`src/rtl/sin_nco_ctrl.sv`:
```
// Sine-ROM NCO sequencer: phase accumulator, one ROM read per DIV-cycle period, captured sample + valid strobe.
// Build option SIN_NCO_PHASE_OFS_EN adds a cfg_phase offset applied to every ISSUE address.
//
// state   | meaning
// IDLE    | not generating; sample holds its last value
// ISSUE   | read issued at the current phase (period cycle 0)
// WAIT    | address held while the ROM read is in flight
// CAPTURE | rom_data valid; sample captured, phase accumulated
// HOLD    | pad out the rest of the sample period
module sin_nco_ctrl #(
    parameter int A_WIDTH = 16,
    parameter int D_WIDTH = 16,
    parameter int P_WIDTH = 24,
    parameter int ROM_LAT = 2,
    parameter int DIV     = 8
) (
    input  logic               clk,
    input  logic               rst,
    input  logic               start,
    input  logic               stop,
    input  logic               cfg_valid,
    output logic               cfg_ready,
`ifdef SIN_NCO_PHASE_OFS_EN
    input  logic [P_WIDTH-1:0] cfg_phase,
`endif
    input  logic [P_WIDTH-1:0] cfg_freq,
    output logic [A_WIDTH:0]   rom_addr,
    output logic               rom_re,
    input  logic [D_WIDTH-1:0] rom_data,
    output logic [D_WIDTH-1:0] sample,
    output logic               sample_valid,
    output logic               busy
);

    localparam int ADDR_W = A_WIDTH + 1;
    localparam int T_W    = $clog2(DIV + 1);

    localparam logic [T_W-1:0] TICK_ONE     = T_W'(1);
    localparam logic [T_W-1:0] TICK_RD_DONE = T_W'(ROM_LAT - 1);
    localparam logic [T_W-1:0] TICK_LAST    = T_W'(DIV - 1);

    typedef enum logic [2:0] {
        IDLE    = 3'd0,
        ISSUE   = 3'd1,
        WAIT    = 3'd2,
        CAPTURE = 3'd3,
        HOLD    = 3'd4
    } state_t;

    state_t              state;
    state_t              state_nxt;
    logic [P_WIDTH-1:0]  phase;
    logic [P_WIDTH-1:0]  freq_reg;
    logic [T_W-1:0]      tick;
    logic                stop_pending;
    logic [ADDR_W-1:0]   addr_hold;
    logic [ADDR_W-1:0]   issue_addr;
    logic                cfg_xfer;

`ifdef SIN_NCO_PHASE_OFS_EN
    logic [P_WIDTH-1:0]  phase_ofs_reg;

    // Offset is added at full phase precision so carries from the low bits reach the address.
    always_comb begin
        issue_addr = ADDR_W'((phase + phase_ofs_reg) >> (P_WIDTH - ADDR_W));
    end
`else
    always_comb begin
        issue_addr = phase[P_WIDTH-1 -: ADDR_W];
    end
`endif

    assign cfg_xfer = cfg_valid && cfg_ready;

    always_ff @(posedge clk) begin
        if (rst) begin
            state <= IDLE;
        end else begin
            state <= state_nxt;
        end
    end

    always_comb begin
        state_nxt = state;
        cfg_ready = 1'b1;
        rom_re    = 1'b0;
        busy      = 1'b1;
        rom_addr  = addr_hold;

        case (state)
            IDLE: begin
                busy = 1'b0;
                if (start && !stop) begin
                    state_nxt = ISSUE;
                end
            end
            ISSUE: begin
                rom_re   = 1'b1;
                rom_addr = issue_addr;
                state_nxt = (ROM_LAT == 1) ? CAPTURE : WAIT;
            end
            WAIT: begin
                rom_re = 1'b1;
                if (tick == TICK_RD_DONE) begin
                    state_nxt = CAPTURE;
                end
            end
            CAPTURE: begin
                // freq_reg is being consumed this cycle, so new words wait one cycle.
                cfg_ready = 1'b0;
                state_nxt = HOLD;
            end
            HOLD: begin
                if (tick == TICK_LAST) begin
                    state_nxt = (stop_pending || stop) ? IDLE : ISSUE;
                end
            end
            default: begin
                state_nxt = IDLE;
            end
        endcase
    end

    always_ff @(posedge clk) begin
        if (rst) begin
            phase        <= '0;
            freq_reg     <= '0;
            tick         <= '0;
            stop_pending <= 1'b0;
            addr_hold    <= '0;
            sample       <= '0;
            sample_valid <= 1'b0;
        end else begin
            sample_valid <= 1'b0;

            if (cfg_xfer) begin
                freq_reg <= cfg_freq;
            end

            if (state_nxt == IDLE) begin
                stop_pending <= 1'b0;
            end else if (stop && state != IDLE) begin
                stop_pending <= 1'b1;
            end

            case (state)
                IDLE: begin
                    tick <= '0;
                    if (start && !stop) begin
                        phase <= '0;
                    end
                end
                ISSUE: begin
                    // The ISSUE cycle is period cycle 0, so the next cycle is 1.
                    tick      <= TICK_ONE;
                    addr_hold <= issue_addr;
                end
                WAIT: begin
                    tick <= tick + TICK_ONE;
                end
                CAPTURE: begin
                    tick         <= tick + TICK_ONE;
                    sample       <= rom_data;
                    sample_valid <= 1'b1;
                    phase        <= phase + freq_reg;
                end
                HOLD: begin
                    tick <= tick + TICK_ONE;
                end
                default: begin
                    tick <= '0;
                end
            endcase
        end
    end

`ifdef SIN_NCO_PHASE_OFS_EN
    always_ff @(posedge clk) begin
        if (rst) begin
            phase_ofs_reg <= '0;
        end else if (cfg_xfer) begin
            phase_ofs_reg <= cfg_phase;
        end
    end
`endif

endmodule

```
`config.mk`:
```
export PLATFORM = sky130hd
export DESIGN_NAME = sin_nco_ctrl
export DESIGN_NICKNAME = d
export VERILOG_FILES = /design/src/rtl/sin_nco_ctrl.sv
export SDC_FILE = /design/constraint.sdc
export NUM_CORES = 1
export LEC_CHECK = 0
export BUFFER_PORTS_ARGS = -buffer_cell sky130_fd_sc_hd__clkbuf_2
export CAP_MARGIN = 20
export CORE_MARGIN = 2
export CORE_UTILIZATION = 60
export CTS_CLUSTER_SIZE = 30
export DETAILED_ROUTE_END_ITERATION = 16
export PLACE_DENSITY = 0.85
export SLEW_MARGIN = 30
export SYNTH_ARGS = -nofsm -noshare
export SYNTH_HDL_FRONTEND = slang
export SYNTH_SLANG_ARGS = --single-unit
```
`constraint.sdc`:
```
create_clock -name clk -period 3.67 [get_ports clk]
set_clock_uncertainty 0.15 [all_clocks]
set_input_delay 0.5505 -clock clk [delete_from_list [all_inputs] [get_ports clk]]
set_output_delay 0.5505 -clock clk [all_outputs]
set_load 0.01 [all_outputs]
```
==> flow_summary.json <==
{
  "dp_slack_ps": 1050,
  "fin_ws_ps": 1000,
  "fp-row-count": 31,
  "wl_um": 9570,
  "place_area_um2": 4870,
  "portBuffers": 81,
  "clkTransAtPathRegs_ps": 90,
  "antenna_found_initial": 0,
  "grt_overflow_total": 0,
  "vias": 3873,
  "max-vdd-ir-drop_v": 0.000252,
  "cap_violations": 0,
  "drtIter0Drc": 189,
  "die_w_um": 90.6,
  "min_period_ps": 2670,
  "yosysUniqueCellTypes": 60,
  "hold_buffers": 0,
  "syn-num-nets": 585,
  "setup.worst_path.class": "reg2out",
  "cts.sinks": 90,
  "drt-wirelength-per-cell_um": 14.0,
  "drive_above_1_share_pct": 23.5,
  "cts_resized": 0,
  "end_kind": "output pin",
  "place.gp.congestion": 0.928,
  "crit_path_start_kind": "register",
  "synthTopCellsByArea": "dfxtp_1, nand2_1, a21oi_1",
  "fin_nets": 649,
  "coreArea_um2": 7250,
  "tightestPinTransition_ps": 917,
  "grt_first_pass_wirelength_um": 16000,
  "utilization_pct": 70.2,
  "synth-seq-cells": 90,
  "synthAdderAreaFrac_pct": 7.40,
  "track_usage_pct": 23.5,
  "synth.most_common_cell": "nand2_1",
  "postCtsSetupRepairBufs": 0,
  "setup_tns_ps": 0,
  "initial_core_util_pct": 62.0,
  "yosys.area.top_type_share_pct": 40.1,
  "synth-main-ff-cell": "dfxtp_1",
  "io_pins": 82,
  "grt_pass1_vias": 3713,
  "synth_edf_count": 0,
  "hold_class": "in2reg",
  "synth_top_family_by_area": "compound AO/OA/AOI/OAI gates",
  "outcome": "complete, no violations",
  "syn_area_um2": 4500,
  "finalHoldViolCount": 0,
  "place_inst": 666,
  "synth_largest_area_cell": "dfxtp_1",
  "synthArstFlopShare_pct": 0,
  "cts_tree": "yes",
  "synthToLayoutAreaGrowth_pct": 13.3,
  "yosysSeqAreaShare_pct": 40.1,
  "synth_compound_area_share_pct": 20.3,
  "syn-instance-count": 514,
  "ctsLongestPathBuffers": 2,
  "cts-buffers-inserted": 9,
  "slew_viol_final": 0,
  "synthMuxAreaShare_pct": 4.70,
  "fp.dieH_um": 90.6,
  "place_hpwl_um": 6770,
  "cp_max_fo": 17,
  "htreeDepth": 3,
  "cp.arrival_ps": 1970,
  "timing.fmax_mhz": 375,
  "vias_per_cell": 5.68,
  "antenna_cells": 0,
  "clockRootBuffer": "clkbuf_8",
  "setup_violations": 0,
  "leakagePower_nw": 2.29,
  "yosys.area_share.simple_pct": 18.8,
  "fin_cells": 682,
  "cp.required_ps": 2970,
  "synth_commonest_cells": "nand2_1, dfxtp_1, a21oi_1",
  "finish.instance_area_um2": 5090,
  "yosysWarnings": 0,
  "clk_latency_ps": 360,
  "route.detailed.drc": 0,
  "dr.pass1.iters": 4,
  "synth-xor-area-share_pct": 4.09,
  "grt_max_degree": 39,
  "rsz0062_at_grt": "no",
  "powerDensity_nw_per_um2": 377,
  "max_slew_margin_pct": 38.8,
  "die_area_um2": 8200,
  "period_share_pct": 72.6,
  "syn_area_per_cell_um2": 8.75,
  "antenna_left": 0
}
==> stage by stage <==
stage                     power, mW  hold WS, ps
after floorplan                1.14          290
after global placement         1.18          291
after detailed placement       1.18          296
after CTS                      1.94          234
after global routing           1.99          230
final                          1.92          245
==> cells in the final DEF (no fill, tap or decap), drive strengths merged, types with 10 or more instances in the layout <==
master | synthesis | layout
a22o | 11 | 11
ha | 25 | 25
nor2 | 21 | 21
nand2 | 96 | 96
a21o | 10 | 10
mux2 | 17 | 17
dfxtp | 90 | 90
nor2b | 21 | 21
xor2 | 13 | 13
o21ai | 14 | 14
a21oi | 69 | 69
clkbuf | 11 | 91
==> final timing paths <==
| path | from | end | slack, ps | cells past startpoint |
|---|---|---|---|---|
| worst max-delay path | state[0]$_SDFF_PP0_ | rom_addr[16] | 1000 | 5 |
| worst min-delay path | cfg_freq[5] | freq_reg[5]$_SDFFE_PP0P_ | 250 | 3 |
| worst max register to register | phase[0]$_SDFFE_PP0P_ | phase[20]$_SDFFE_PP0P_ | 1020 | 10 |
| worst min register to register | sample[9]$_SDFFE_PP0P_ | sample[9]$_SDFFE_PP0P_ | 310 | 2 |
==> layer usage <==
metal,up-vias,global-route usage (%),wire length [um]
li1,1914,-,-
met1,1831,27.0,4230
met2,105,42.4,4750
met3,23,4.09,375
met4,0,10.9,208
met5,-,0,0
==> cell type report <==
type                    count  area (um2)
clock buffers              10         138
clock inverters             6        90.1
fillers                   612        2160
flip-flops and latches     90        1800
inverters                   7        26.3
repair buffers             84         428
multi-input cells         386        2490
well taps                  99         124
==> worst max-delay path: stages, from the launching register on <==
cell and delay [ps]:
dfxtp_1 450, nor2b_1 210, nor2b_1 150, buf_4 270, mux2_2 380, clkbuf_2 130
==> report_power, final <==
| part | switching, mW | internal, mW |
|---|---|---|
| Clock | 0.353 | 0.403 |
| Sequential | 0.0146 | 0.995 |
| Combinational | 0.0913 | 0.0614 |
==> logic make-up after synthesis <==
kind of cell	count (synthesis)
buf+inv	38
compound gates	140
flops	90
mux	19
simple gates	180
fa+ha+maj	26
xor+xnor	21
No activity file was read; power rests on OpenSTA's default activity.
